### config.mk
export PLATFORM = sky130hd
export DESIGN_NAME = b213_seq_sched
export DESIGN_NICKNAME = d
export VERILOG_FILES = /design/src/rtl/b213_seq_sched.sv
export SDC_FILE = /design/constraint.sdc
export NUM_CORES = 1
export LEC_CHECK = 0
export ABC_AREA = 1
export CORE_ASPECT_RATIO = 1.4
export CORE_MARGIN = 1
export CORE_UTILIZATION = 60
export DETAILED_ROUTE_END_ITERATION = 12
export PLACE_DENSITY = 0.84
export SKIP_LAST_GASP = 1
export SYNTH_ARGS = -nofsm -noshare
export SYNTH_HDL_FRONTEND = slang
export SYNTH_SLANG_ARGS = --single-unit
### constraint.sdc
create_clock -name clock -period 2.4 [get_ports clock]
set_clock_uncertainty 0.2 [all_clocks]
set_input_delay 0.48 -clock clock [delete_from_list [all_inputs] [get_ports clock]]
set_output_delay 0.48 -clock clock [all_outputs]
set_load 0.01 [all_outputs]
### src/rtl/b213_seq_sched.sv
// b213_seq_sched: feeds fixed-length code-symbol sequences to a decoder,
// realigns the 2-bit pairs by one bit after sync loss, and drains results.
// Ports:
//   clock, reset (async, active-low)
//   in_data/in_valid/in_ready   upstream code bits, [1] first in time
//   Rx/seq_ready                symbol stream and sequence start to decoder
//   Dx/oe/sync_error            decoder result, output enable, sync loss
//   out_data/out_valid/out_last decoded bit stream to downstream
//   phase/slip_cnt              alignment phase, saturating slip count
//   underrun/timeout_err        sticky LOAD starvation, DRAIN abort pulse
module b213_seq_sched #(
    parameter int SEQ_LEN = 32,
    parameter int TIMEOUT = 255
) (
    input  logic       clock,
    input  logic       reset,
    input  logic [1:0] in_data,
    input  logic       in_valid,
    output logic       in_ready,
    output logic [1:0] Rx,
    output logic       seq_ready,
    input  logic       Dx,
    input  logic       oe,
    input  logic       sync_error,
    output logic       out_data,
    output logic       out_valid,
    output logic       out_last,
    output logic       phase,
    output logic [7:0] slip_cnt,
    output logic       underrun,
    output logic       timeout_err
);

    typedef enum logic [2:0] {
        IDLE,
        LOAD,
        FLUSH,
        DRAIN,
        SLIP
    } state_t;

    localparam logic [7:0] LEN_M1 = 8'(SEQ_LEN - 1);
    localparam logic [7:0] TMO_M1 = 8'(TIMEOUT - 1);

    state_t     r_state;
    state_t     w_next;
    logic [7:0] r_sym_cnt;
    logic [7:0] r_out_cnt;
    logic [7:0] r_idle_cnt;
    logic [7:0] r_slip_cnt;
    logic [1:0] r_rx;
    logic       r_phase;
    logic       r_held;
    logic       r_slip_pend;
    logic       r_flush;
    logic       r_underrun;
    logic       r_seq_ready;
    logic       r_out_data;
    logic       r_out_valid;
    logic       r_out_last;
    logic       r_timeout;

    logic [1:0] w_sym;
    logic       w_accept;
    logic       w_last_in;
    logic       w_oe;
    logic       w_out_done;
    logic       w_tmo;
    logic       w_active;

    assign w_accept   = (r_state == LOAD) && in_valid;
    assign w_last_in  = w_accept && (r_sym_cnt == LEN_M1);
    assign w_oe       = (r_state == DRAIN) && oe;
    assign w_out_done = w_oe && (r_out_cnt == LEN_M1);
    assign w_tmo      = (r_state == DRAIN) && !oe && (r_idle_cnt == TMO_M1);
    assign w_active   = (r_state == LOAD) || (r_state == FLUSH) ||
                        (r_state == DRAIN);
    // Phase 1 pairs the bit held from the previous accept with the new MSB.
    assign w_sym      = r_phase ? {r_held, in_data[1]} : in_data;

    always_ff @(posedge clock or negedge reset) begin
        if (!reset) begin
            r_state <= IDLE;
        end else begin
            r_state <= w_next;
        end
    end

    always_comb begin
        w_next = r_state;
        case (r_state)
            IDLE:  if (in_valid) w_next = LOAD;
            LOAD:  if (w_last_in) w_next = FLUSH;
            FLUSH: if (r_flush) w_next = DRAIN;
            DRAIN: begin
                // A sync error in the finishing cycle still forces a slip.
                if (w_out_done || w_tmo) begin
                    w_next = (r_slip_pend || sync_error) ? SLIP : IDLE;
                end
            end
            SLIP:    w_next = IDLE;
            default: w_next = IDLE;
        endcase
    end

    always_ff @(posedge clock or negedge reset) begin
        if (!reset) begin
            r_sym_cnt   <= 8'd0;
            r_out_cnt   <= 8'd0;
            r_idle_cnt  <= 8'd0;
            r_slip_cnt  <= 8'd0;
            r_rx        <= 2'b00;
            r_phase     <= 1'b0;
            r_held      <= 1'b0;
            r_slip_pend <= 1'b0;
            r_flush     <= 1'b0;
            r_underrun  <= 1'b0;
            r_seq_ready <= 1'b0;
            r_out_data  <= 1'b0;
            r_out_valid <= 1'b0;
            r_out_last  <= 1'b0;
            r_timeout   <= 1'b0;
        end else begin
            r_seq_ready <= (r_state == IDLE) && in_valid;
            r_rx        <= w_accept ? w_sym : 2'b00;
            r_flush     <= (r_state == FLUSH) && !r_flush;
            r_out_valid <= w_oe;
            r_out_data  <= w_oe && Dx;
            r_out_last  <= w_out_done;
            r_timeout   <= w_tmo;

            if (w_accept) begin
                r_sym_cnt <= w_last_in ? 8'd0 : r_sym_cnt + 8'd1;
            end

            if ((r_state == IDLE) && in_valid) begin
                r_underrun <= 1'b0;
            end else if ((r_state == LOAD) && !in_valid) begin
                r_underrun <= 1'b1;
            end

            if (w_oe) begin
                r_out_cnt <= w_out_done ? 8'd0 : r_out_cnt + 8'd1;
            end else if (w_tmo) begin
                r_out_cnt <= 8'd0;
            end

            if ((r_state == DRAIN) && !oe && !w_tmo) begin
                r_idle_cnt <= r_idle_cnt + 8'd1;
            end else begin
                r_idle_cnt <= 8'd0;
            end

            if (w_next == SLIP) begin
                r_slip_pend <= 1'b0;
            end else if (w_active && sync_error) begin
                r_slip_pend <= 1'b1;
            end

            if (r_state == SLIP) begin
                r_phase <= !r_phase;
                r_held  <= 1'b0;
                if (r_slip_cnt != 8'hFF) begin
                    r_slip_cnt <= r_slip_cnt + 8'd1;
                end
            end else if (w_accept && r_phase) begin
                r_held <= in_data[0];
            end
        end
    end

    assign in_ready    = (r_state == LOAD);
    assign Rx          = r_rx;
    assign seq_ready   = r_seq_ready;
    assign out_data    = r_out_data;
    assign out_valid   = r_out_valid;
    assign out_last    = r_out_last;
    assign phase       = r_phase;
    assign slip_cnt    = r_slip_cnt;
    assign underrun    = r_underrun;
    assign timeout_err = r_timeout;

endmodule

**Word-level counts from Yosys, hierarchy flattened**

Index checks and enable logic that the tools add are counted.

- Register bits: 47
- Word-level logic and storage cells: 76

- $add $sub $neg: 4
- Equal/unequal tests: 9
- Multiplexer cells: 19
- Reduce and logical (&&, ||, !) cells: 28

Operators by type and width:

| operator | count |
|---|---|
| 8-bit two-way mux | 5 |
| 8-bit by 1-bit adder with 8-bit output, second input constant | 4 |
| 8-bit by 5-bit equality test with 1-bit output, second input constant | 2 |
| 3-bit two-way mux | 5 |
| 1-bit logical AND | 13 |
| 3-bit one-hot mux with 4 select lines | 1 |
| 8-bit equality test, second input constant | 1 |
| 8-bit inequality test, second input constant | 1 |
| 2-bit nonzero test | 4 |
| 3-bit by 2-bit equality test with 1-bit output, second input constant | 2 |
| 3-bit equality test, second input constant | 2 |
| 1-bit two-way mux | 6 |
| 1-bit logical NOT | 5 |
| 1-bit logical OR | 4 |
| 2-bit two-way mux | 2 |
| 3-bit by 1-bit equality test with 1-bit output, second input constant | 1 |
| 3-bit logical NOT | 1 |
| 2-bit AND reduction | 1 |

**Depth between registers and ports, before layout**

- Word-level depth: 8
- Mapped depth: 9
- Depth with buffers taken out: 9

**Worst setup path before layout**

Ideal clock, no wire load.

- Kind: register to register
- Start: register r_slip_cnt[0], in the netlist slip_cnt[0]
- End: register r_slip_cnt[7], in the netlist slip_cnt[7]
- Setup time: 121 ps
- Arrival: 1,187 ps
- Required time: 2,079 ps
- Setup slack: 892 ps
- Cell stages (with the launch flop): 9
- Path buffers: 0
- Period minus slack after synthesis: 1,508 ps
- Cell sequence: dfrtp_1 > ha_1 > nand2_1 > nor2_2 > nand3_1 > nand2_2 > inv_2 > nand2_1 > o21ai_1

- Longest elaborated chain between the ends: 2
- Elaborated cells on any way between the ends: 3
- Those cells by class: 1 x add/sub; 1 x eq/ne; 1 x reduce/logical

Ends and longest elaborated chain:

| item | line | source |
|---|---|---|
| from (decl) | 50 | `logic [7:0] r_slip_cnt;` |
| from (signal assigned) | 164 | `r_slip_cnt <= r_slip_cnt + 8'd1;` |
| parallel branches: the longest is 2 deep, another holds 8-bit by 1-bit adder with 8-bit output | - |  |

Several ways; the timed one is not identified.
A chain may end at the register's enable or synchronous reset.

**Worst setup path in the final report**

- Start: register r_state[1]
- End: output in_ready

- Longest elaborated chain between the ends: 1

Ends and longest elaborated chain:

| item | line | source |
|---|---|---|
| from (decl) | 45 | `state_t r_state;` |
| from (signal assigned) | 85 | `r_state <= w_next;` |
| 3-bit by 1-bit equality test with 1-bit output | 172 | `assign in_ready = (r_state == LOAD);` |
| to (decl) | 19 | `output logic in_ready,` |

Every way passes these cells.

==> results.md <==
* Headroom to the max-slew limit at 0.613
* Post-placement setup slack at 0.401 ns
* Worst ir drop on vdd at 0.000683 V
* Gate Count Post-Synth at 292
* Biggest area contributors in the synthesized netlist: dfrtp_1, nand2_1, inv_1
* Min-delay worst type: in -> async
* Netlist Area Pre-Place at 2360 um2
* Fmax achieved at 0.435 GHz
* # DRC at 0
* DIE WIDTH at 55.1 um
* Combinational power share at 0.265
* CTS Root Buffer Type: clkbuf_8
* Part of the total power dissipated in sequential elements at 0.495
* Wire length of the first global-routing pass at 7160 um
* First drt pass iteration count at 4
* Total number of vias at 1938
* Most common cell after layout, fill and taps aside: nand2_1
* DP Area at 2670 um2
* Sw Share at 0.338
* Predominant post-synthesis flop cell: dfrtp_1
* Initial antenna violation count at 0
* Fraction of the yosys area taken by sequential cells at 0.497
* Floorplan die area at 4200 um2
* Core area at 3710 um2
* Design Area, Final at 2770 um2
* Area of combinational cells with multiple inputs at 1020 um2
* Ratio of total power to cell area at 782 nW/um2
* Transition time at the pin with the least slew margin at 0.581 ns
* Crit share post-route at 0.957
* Placement row count at 26
* Shortest clock period the worst path allows after layout at 2.30 ns
* Post-detailed-placement half-perimeter wirelength at 3100 um
* Status: finished clean
* Clock latency of the later-clocked register in the worst-skew pair at 0.30 ns
* H-tree depth reported by CTS at 2
* Number of sinks on the clock net at 47
* Number of routed nets with antenna violations at 0
* Share of flip-flops with an asynchronous set or reset after synthesis at 1.00
* Overall track demand over capacity in global routing at 0.234
* Number of global-route vias before repair at 1766
* Total nets after synthesis at 305
* Final setup margin at 0.103 ns
* Power Internal at 0.00143 W
* Post-synth EDFFs at 0
* Vias per std cell at 5.27
* CP startpoint kind: register
* CP Max Fanout at 3
* Clock slew seen by the registers of the worst setup and hold paths at 0.08 ns
* Total congestion overflow after global routing at 0
* Power spent charging and discharging nets at 0.000733 W
* Total wire length at 4300 um
* Final count of hold timing violations at 0
* Antenna cells at 0
* Hold bufs inserted after CTS at 0
* TNS Setup at 0 ns
* Crit path DAT at 1.62 ns
* Leakage power at 1.41 nW
* PortBufs at 25
* Yosys top cell area share at 0.497
* Routed length per instance at 11.7 um
* Fraction of layout instances using a drive strength above 1 at 0.0798
* Unrepaired setup endpoints after global routing: no
* Die Span Y at 76.3 um
* Worst setup EP type: output pin
* FILL cells at 294
* Number of clock buffers inserted by TritonCTS at 5
* Pin count of the biggest net entering global routing at 48
* TritonCTS clock tree: built
* Commonest cells after routing, fill and taps aside: nand2_1, dfrtp_1, inv_1
* Area growth from synthesis to layout at 17.1%
* Clk buf depth at 2
* Post-CTS resize count at 0
* Final-stage net count at 338
* Synth unique cells at 27
* Count of yosys warnings during synthesis at 0
* Reg area at 1180 um2
* Buffers inserted during post-CTS setup optimization at 0
* Weighted congestion at the end of routability-driven global placement at 0.848
* Final setup viols at 0
* Starting Density at 0.638
* Most area-hungry cell type in the Yosys netlist: dfrtp_1
* Utilization after layout at 0.747
* Number of synthesized register bits at 47
* Mean post-synth cell area at 8.10 um2
* Io pins at 26
* Max-cap check violation count at 0
* Max-slew violation count at 0
* Req. time, crit path at 1.72 ns
* Critical path class: reg -> out
* Iteration-0 DRC Markers at 68
* Portion of total power attributed to the clock network at 0.240
[state kept, by name, indices dropped and copies added, names as in the netlist, 2 cells and up]
register and flops:
r_idle_cnt 8, r_out_cnt 8, r_sym_cnt 8, slip_cnt 8, r_state 3, Rx 2
[worst paths after layout]
kind / from / end / slack (ns) / depth (start not counted)
max: r_state[1] / in_ready / 0.10 / 4
max reg2reg: slip_cnt[0] / slip_cnt[2] / 0.76 / 8
max in group asynchronous: reset / r_sym_cnt[1] / 1.55 / 2
min: reset / slip_cnt[5] / 0.05 / 2
min in group clock: r_flush / r_flush / 0.24 / 1
min reg2reg: r_flush / r_flush / 0.24 / 1
[cells in the mapped netlist, types with 2 or more instances]
cell,count
nand2_1,79
or2_2,2
nor3_1,6
nor2_1,26
xor2_1,6
xnor2_1,4
nand2_2,2
nand3_1,30
dfrtp_1,47
ha_1,5
inv_1,43
nor2_4,2
nor2_2,2
nand3_2,3
o21ai_0,9
nand4_1,5
a21oi_1,11
[worst max-delay path: stages (launching register included)]
cell and delay, ns:
dfrtp_1 0.41, nor2_1 0.18, nand2_1 0.11, inv_1 0.09, clkdlybuf4s50_1 0.53
[per-stage QoR]
step / hold slack [ns] / power, W / instances
floorplan: -0.0156 / 0.00145 / 292
global placement: 0.216 / 0.00164 / 360
detailed placement: 0.224 / 0.00166 / 360
CTS: 0.0765 / 0.00218 / 368
global route: 0.116 / 0.00232 / 368
finish: 0.0548 / 0.00217 / 368
[power by group through the flow]
| stage | Clock (W) | Combinational [W] | Sequential (W) |
|---|---|---|---|
| after floorplan | 0 | 0.000385 | 0.00107 |
| after global placement | 0 | 0.000554 | 0.00108 |
| after detailed placement | 0 | 0.000573 | 0.00109 |
| after CTS | 0.000532 | 0.000579 | 0.00107 |
| after global routing | 0.000562 | 0.000668 | 0.00109 |
| final | 0.000519 | 0.000574 | 0.00107 |
[routing by layer]
metal  vias up  part of all wire  track usage  wire length, um
li1        984                 -            -                -
met1       917              0.43        0.262             1840
met2        31              0.52        0.405             2240
met3         6             0.032       0.0539              138
met4         0             0.018       0.0925               78
met5         -                 0            0                0
[area by class of cell]
| type | count | share of cell area |
|---|---|---|
| Clock buffer | 8 | 0.0361 |
| Inverter | 45 | 0.0614 |
| Tap cell | 42 | 0.0190 |
| Sequential cell | 47 | 0.425 |
| Timing Repair Buffer | 26 | 0.0912 |
| Multi-Input combinational cell | 200 | 0.368 |
[logic make-up after synthesis]
logic type / after synthesis / synth area share
compound gates: 24 / 0.0577
flops: 47 / 0.497
fa+ha+maj: 5 / 0.0265
buf+inv: 45 / 0.0720
xor+xnor: 10 / 0.0370
simple gates: 161 / 0.310
Note: power is estimated with default switching activity, not from simulation.
